<file path="src/rtl/servo_pwm_multi.sv">
// servo_pwm_multi
// Multi-channel hobby-servo PWM generator sharing one frame counter.
// Each channel keeps a target pulse width (pw_reg) that can be stepped up or
// down once every STEP_DIV frames, or loaded directly. The width is only
// sampled into the active copy (pw_act) at the start of a frame, so no
// frame is ever cut short or stretched.
//
// Ports:
//   CLK          rising-edge clock
//   RST          synchronous active-high reset
//   EN           global run enable; low holds the frame and forces outputs low
//   DIR          per-channel direction, 2 bits each (01 up, 10 down, else hold)
//   LOAD         per-channel direct-load strobe
//   LOAD_VAL     per-channel load value, PW_W bits each
//   SERVO        registered PWM outputs
//   PULSE_WIDTH  current target width per channel
//   LIMIT_MIN    target width sits at MIN_PW
//   LIMIT_MAX    target width sits at MAX_PW
//   FRAME_START  one-cycle pulse at the start of every frame
module servo_pwm_multi #(
  parameter int N_CH     = 2,
  parameter int PW_W     = 16,
  parameter int MIN_PW   = 50,
  parameter int MAX_PW   = 250,
  parameter int INIT_PW  = 150,
  parameter int PERIOD   = 2250,
  parameter int STEP     = 1,
  parameter int STEP_DIV = 1
) (
  input  logic                   CLK,
  input  logic                   RST,
  input  logic                   EN,
  input  logic [2*N_CH-1:0]      DIR,
  input  logic [N_CH-1:0]        LOAD,
  input  logic [PW_W*N_CH-1:0]   LOAD_VAL,
  output logic [N_CH-1:0]        SERVO,
  output logic [PW_W*N_CH-1:0]   PULSE_WIDTH,
  output logic [N_CH-1:0]        LIMIT_MIN,
  output logic [N_CH-1:0]        LIMIT_MAX,
  output logic                   FRAME_START
);

  localparam int DIV_W = (STEP_DIV > 1) ? $clog2(STEP_DIV) : 1;

  localparam logic [PW_W-1:0]  L_MIN    = PW_W'(MIN_PW);
  localparam logic [PW_W-1:0]  L_MAX    = PW_W'(MAX_PW);
  localparam logic [PW_W-1:0]  L_INIT   = PW_W'(INIT_PW);
  localparam logic [PW_W-1:0]  L_PER_M1 = PW_W'(PERIOD - 1);
  localparam logic [PW_W-1:0]  L_STEP   = PW_W'(STEP);
  localparam logic [PW_W:0]    L_STEP_X = (PW_W+1)'(STEP);
  localparam logic [DIV_W-1:0] L_DIV_M1 = DIV_W'(STEP_DIV - 1);

  logic [PW_W-1:0]  r_cnt;
  logic [DIV_W-1:0] r_div;
  logic [PW_W-1:0]  r_pw  [N_CH];
  logic [PW_W-1:0]  r_act [N_CH];
  logic [N_CH-1:0]  r_servo;
  logic             r_frame_start;

  logic             w_cnt_zero;
  logic             w_cnt_last;
  logic             w_tick;
  logic [PW_W-1:0]  w_pw_nxt  [N_CH];
  logic [PW_W-1:0]  w_act_eff [N_CH];

  // Step up, saturating at MAX_PW; one extra bit keeps the sum from wrapping.
  function automatic logic [PW_W-1:0] f_inc(input logic [PW_W-1:0] pw);
    logic [PW_W:0] sum;
    sum = {1'b0, pw} + L_STEP_X;
    if (sum > {1'b0, L_MAX}) begin
      f_inc = L_MAX;
    end else begin
      f_inc = sum[PW_W-1:0];
    end
  endfunction

  // Step down, saturating at MIN_PW without ever going below zero.
  function automatic logic [PW_W-1:0] f_dec(input logic [PW_W-1:0] pw);
    if ({1'b0, pw} < ({1'b0, L_MIN} + L_STEP_X)) begin
      f_dec = L_MIN;
    end else begin
      f_dec = pw - L_STEP;
    end
  endfunction

  // Clamp a direct-load value into the legal pulse range.
  function automatic logic [PW_W-1:0] f_clamp(input logic [PW_W-1:0] v);
    if (v < L_MIN) begin
      f_clamp = L_MIN;
    end else if (v > L_MAX) begin
      f_clamp = L_MAX;
    end else begin
      f_clamp = v;
    end
  endfunction

  assign w_cnt_zero = (r_cnt == {PW_W{1'b0}});
  assign w_cnt_last = (r_cnt == L_PER_M1);
  assign w_tick     = EN && w_cnt_last && (r_div == L_DIV_M1);

  // Next target width per channel: load beats a step tick.
  always_comb begin
    for (int i = 0; i < N_CH; i++) begin
      w_pw_nxt[i] = r_pw[i];
      if (LOAD[i]) begin
        w_pw_nxt[i] = f_clamp(LOAD_VAL[PW_W*i +: PW_W]);
      end else if (w_tick) begin
        case (DIR[2*i +: 2])
          2'b01:   w_pw_nxt[i] = f_inc(r_pw[i]);
          2'b10:   w_pw_nxt[i] = f_dec(r_pw[i]);
          default: w_pw_nxt[i] = r_pw[i];
        endcase
      end else begin
        w_pw_nxt[i] = r_pw[i];
      end
    end
  end

  // At count 0 the active width is being reloaded this very edge, so the
  // comparison uses pw_reg directly; that keeps the high time exactly pw_act.
  always_comb begin
    for (int i = 0; i < N_CH; i++) begin
      if (w_cnt_zero) begin
        w_act_eff[i] = r_pw[i];
      end else begin
        w_act_eff[i] = r_act[i];
      end
    end
  end

  // Frame counter, frame divider, width registers and registered outputs.
  always_ff @(posedge CLK) begin
    if (RST) begin
      r_cnt         <= {PW_W{1'b0}};
      r_div         <= {DIV_W{1'b0}};
      r_servo       <= {N_CH{1'b0}};
      r_frame_start <= 1'b0;
      for (int i = 0; i < N_CH; i++) begin
        r_pw[i]  <= L_INIT;
        r_act[i] <= L_INIT;
      end
    end else begin
      for (int i = 0; i < N_CH; i++) begin
        r_pw[i] <= w_pw_nxt[i];
      end
      if (EN) begin
        r_cnt <= w_cnt_last ? {PW_W{1'b0}} : r_cnt + PW_W'(1);
        if (w_cnt_last) begin
          r_div <= (r_div == L_DIV_M1) ? {DIV_W{1'b0}} : r_div + DIV_W'(1);
        end
        r_frame_start <= w_cnt_zero;
        for (int i = 0; i < N_CH; i++) begin
          if (w_cnt_zero) begin
            r_act[i] <= r_pw[i];
          end
          r_servo[i] <= (r_cnt < w_act_eff[i]);
        end
      end else begin
        // Disabled: park at the start of a frame; any partial frame is dropped.
        r_cnt         <= {PW_W{1'b0}};
        r_div         <= {DIV_W{1'b0}};
        r_servo       <= {N_CH{1'b0}};
        r_frame_start <= 1'b0;
      end
    end
  end

  assign SERVO       = r_servo;
  assign FRAME_START = r_frame_start;

  genvar g;
  generate
    for (g = 0; g < N_CH; g++) begin : g_status
      assign PULSE_WIDTH[PW_W*g +: PW_W] = r_pw[g];
      assign LIMIT_MIN[g] = (r_pw[g] == L_MIN);
      assign LIMIT_MAX[g] = (r_pw[g] == L_MAX);
    end
  endgenerate

endmodule

</file>
<file path="config.mk">
export PLATFORM = sky130hd
export DESIGN_NAME = servo_pwm_multi
export DESIGN_NICKNAME = d
export VERILOG_FILES = /design/src/rtl/servo_pwm_multi.sv
export SDC_FILE = /design/constraint.sdc
export NUM_CORES = 1
export LEC_CHECK = 0
export BUFFER_PORTS_ARGS = -buffer_cell sky130_fd_sc_hd__buf_4
export CAP_MARGIN = 15
export CORE_ASPECT_RATIO = 0.5
export CORE_MARGIN = 10
export CORE_UTILIZATION = 35
export CTS_CLUSTER_SIZE = 8
export DETAILED_ROUTE_END_ITERATION = 16
export SLEW_MARGIN = 20
export SYNTH_ARGS = -nofsm -noshare
export SYNTH_HDL_FRONTEND = slang
export SYNTH_SLANG_ARGS = --single-unit
</file>
<file path="constraint.sdc">
create_clock -name CLK -period 4.2 [get_ports CLK]
set_input_delay 0.84 -clock CLK [delete_from_list [all_inputs] [get_ports CLK]]
set_output_delay 0.84 -clock CLK [all_outputs]
set_load 0.005 [all_outputs]
</file>
==> impl_metrics.py <==
metrics = {
    "pwr": {
        "p_comb_frac": 0.137,
        "p_sw_w": 0.000569,
        "clockPowerShare": 0.427,
        "seqPwrFrac": 0.436,
        "leakage_nw": 2.95,
        "swShare": 0.272,
        "p_per_area_nw_per_um2": 285,
        "power.internal_w": 0.00152,
        "max-vdd-ir-drop_uv": 185,
    },
    "placed_design": {
        "port-buffer-count": 79,
        "dpl.hpwl_um": 14100,
        "finalWeightedCongestion": 0.851,
    },
    "routing": {
        "viasPerCell": 5.75,
        "route.vias.total": 5966,
        "drt_iter0_drc": 588,
        "drt.antenna.violating_nets": 0,
        "wl_met1_um": 9090,
        "maxUsedRoutingLayer": "met4",
        "route.met3.wl_um": 1140,
        "drc": 0,
        "first_pass_iters": 5,
        "wirelength_um": 19000,
        "wire_per_inst_um": 18.3,
        "wl_met2_um": 8350,
    },
    "clocking": {
        "clk_latency_ns": 0.35,
        "post_cts_buffers": 0,
        "cts_tree": "yes",
        "cts.sinks": 83,
        "cts_buffers": 9,
        "clk_pin_slew_ns": 0.07,
        "cts_resized": 0,
        "htree_levels": 3,
        "cts_hold_buf": 0,
        "cts.path.max_buffers": 2,
        "clockRootBuffer": "clkbuf_16",
    },
    "synth": {
        "synthFlopType": "dfxtp_1",
        "ys_ff_latch": 83,
        "syn_area_per_cell_um2": 8.37,
        "yosys.cell_types.count": 82,
        "synthCells": 753,
        "synth_edf_count": 32,
        "syn_nets": 835,
        "syn_area_um2": 6300,
        "ys_async_sr_fraction": 0,
        "yosysWarnings": 0,
        "ys_seq_area_frac": 0.314,
    },
    "critical_path": {
        "rr_endpoint": "SERVO[1]$_SDFF_PP0_",
        "cpMaxStageDelayCell": "and4_2",
        "crit_fanout": 20,
        "criticalPathCategory": "reg -> reg",
        "cp.required_ns": 4.47,
        "worstSetupStartpoint": "r_cnt[14]$_SDFF_PP0_",
        "ff2ff_setup_slack_ns": 0.73,
        "startpoint_type": "register",
        "slowest_delay_ns": 0.75,
        "cpMostUsedCell": "o21ai_0",
        "cp_cell_sequence": "nor4_2 > and4_2 > mux2i_1 > ha_1 > a21o_1 > a221oi_1 > o21ai_0 > o21ai_0 > a21oi_1 > a41o_1 > o31ai_1",
        "r2r_cells": 11,
        "r2r_start": "r_cnt[14]$_SDFF_PP0_",
        "end_kind": "register",
        "cp.arrival_ns": 3.74,
        "critPathBufInv": 0,
        "path_delay_family": "simple AND/OR/NAND/NOR gates",
    },
    "grt": {
        "grt_util_all_layers": 0.155,
        "grt_pass1_vias": 5712,
        "grt_max_degree": 31,
        "grt_first_pass_wirelength_um": 30600,
        "grt_overflow": 0,
        "antenna_found_initial": 0,
    },
    "die": {
        "ios": 80,
        "coreArea_um2": 17500,
        "num_rows": 34,
        "die_w_um": 210,
        "start_util": 0.360,
        "die-area_um2": 24100,
        "die_y_um": 115,
    },
    "sta": {
        "final_hold_viol_count": 0,
        "fin_worst_hold_slack_ns": 0.511,
        "max_freq_ghz": 0.288,
        "tns_ns": 0,
        "drv_slew": 0,
        "setup_viol": 0,
        "period_minus_slack_ns": 3.47,
        "rsz0062_at_grt": "false",
        "period_share": 0.826,
        "skew_ns": 0.00567,
        "maxSlewHeadroom": 0.429,
        "worst_slew_pin_slew_ns": 0.846,
    },
    "final_layout": {
        "nNetsFinal": 881,
        "area_growth_pct": 16.5,
        "fill_cells": 1757,
        "layout-drive-gt1-share": 0.168,
        "n_antenna_cell": 0,
    },
    "run_status": {
        "status": "finished, final reports clean",
    },
    "run": {
        "cap_viol_max_count": 0,
    },
    "min_path": {
        "whs_endpoint": "r_pw[0][14]$_SDFFE_PP0P_",
        "hp-class": "reg -> reg",
        "min_from": "r_pw[0][14]$_SDFFE_PP0P_",
        "whs_path_depth": 2,
    },
}
-- cells in the mapped netlist, types with 9 or more instances --
master | count | area (um^2)
a21o_1 | 9 | 67.6
a21oi_1 | 48 | 240
a31oi_1 | 11 | 68.8
and2_1 | 24 | 150
and3_1 | 10 | 62.6
buf_2 | 18 | 90.1
clkbuf_1 | 26 | 97.6
dfxtp_1 | 51 | 1020
edfxtp_1 | 32 | 961
ha_1 | 41 | 513
inv_1 | 26 | 97.6
mux2i_1 | 33 | 330
nand2_1 | 50 | 188
nand3_1 | 30 | 150
nand4_1 | 21 | 131
nor2_1 | 58 | 218
nor3_1 | 39 | 195
nor4_1 | 16 | 100
o21ai_0 | 48 | 240
or3_1 | 14 | 87.6
xnor2_1 | 14 | 123
xor2_1 | 9 | 78.8
-- area by class of cell --
class                           instances  area [um^2]  area share
Clock inverter                          4         55.1     0.00750
Tap cell                              234          293      0.0399
Timing Repair Buffer                   86          646      0.0879
Multi-Input combinational cell        593         3990       0.544
Sequential cell                        83         1980       0.270
Clock buffer                           12          278      0.0378
Inverter                               26         97.6      0.0133
-- routing by layer --
layer	vias to the layer above	global-route usage
met1	2816	0.208
li1	2912	-
met3	31	0.0365
met2	207	0.237
met4	0	0.0567
met5	-	0
-- flip-flops by register name, indices dropped and copies added, names as in the netlist --
register / flops
r_cnt: 16
r_pw: 32
FRAME_START: 1
r_act: 32
SERVO: 2
-- through the flow --
stage          power, W  worst slack [ns]  instances  utilization  cell area [um^2]
4_1_cts         0.00211             0.716       1038        0.419              7340
5_1_grt         0.00217             0.528       1038        0.419              7340
3_5_place_dp    0.00121             0.746       1022        0.400              7010
2_1_floorplan   0.00110             0.864        753            -              6300
3_3_place_gp    0.00121             0.978       1022        0.400              7010
6_report        0.00209             0.731       1038        0.419              7340
-- cell families (layout without fill, tap and decap cells) --
logic type / after synthesis / in the layout / share of synthesized area
compound gates: 184 / 184 / 0.192
xor+xnor: 23 / 23 / 0.0320
fa+ha+maj: 41 / 41 / 0.0814
buf+inv: 77 / 128 / 0.0526
flops: 83 / 83 / 0.314
mux: 34 / 34 / 0.0542
simple gates: 311 / 311 / 0.273
-- how the worst max path moves through the flow --
stage	end	slack, ns	cells after the start
floorplan	r_act[0][0]$_SDFFCE_PN0P_	0.86	7
global placement	SERVO[1]$_SDFF_PP0_	0.98	12
detailed placement	SERVO[1]$_SDFF_PP0_	0.75	11
CTS	SERVO[1]$_SDFF_PP0_	0.72	11
global route	SERVO[1]$_SDFF_PP0_	0.53	12
finish	SERVO[1]$_SDFF_PP0_	0.73	11
-- layout by cell type, fill, tap and decap left out, types with 3 or more instances in the layout --
cell type,instances
ha_1,41
nand2b_1,5
mux2i_1,33
a21oi_1,48
nand4_1,21
and3_1,10
xnor2_1,14
nor3_2,3
a22oi_1,3
clkbuf_16,10
a311oi_1,5
or3_1,14
inv_1,26
o2111ai_1,5
a211o_1,7
dfxtp_1,51
edfxtp_1,32
o311ai_0,3
nand2_1,50
a31oi_1,11
o31ai_1,4
or2_2,3
buf_4,86
and2_1,24
and4_1,6
nand3b_1,4
nor2_1,58
nand3_1,30
o21ai_0,47
nor2b_1,7
nor4_2,3
a21boi_0,3
xor2_1,9
o22ai_1,4
nor4_1,16
a21o_1,9
nor3_1,39
-- tightest hold or removal path, delay by kind of cell, from the launching register on --
kind               cells  cell delay (ns)
AOI/OAI and AO/OA      1             0.05
DFF                    1             0.34
and+or+nand+nor        1             0.07
-- power groups by stage --
stage | logic (W) | clock network, W | registers [W]
detailed placement | 0.000285 | 0 | 0.000929
global route | 0.000318 | 0.000930 | 0.000918
finish | 0.000286 | 0.000893 | 0.000911
floorplan | 0.000205 | 0 | 0.000897
CTS | 0.000286 | 0.000911 | 0.000911
global placement | 0.000280 | 0 | 0.000929
No activity file was read; power rests on OpenSTA's default activity.
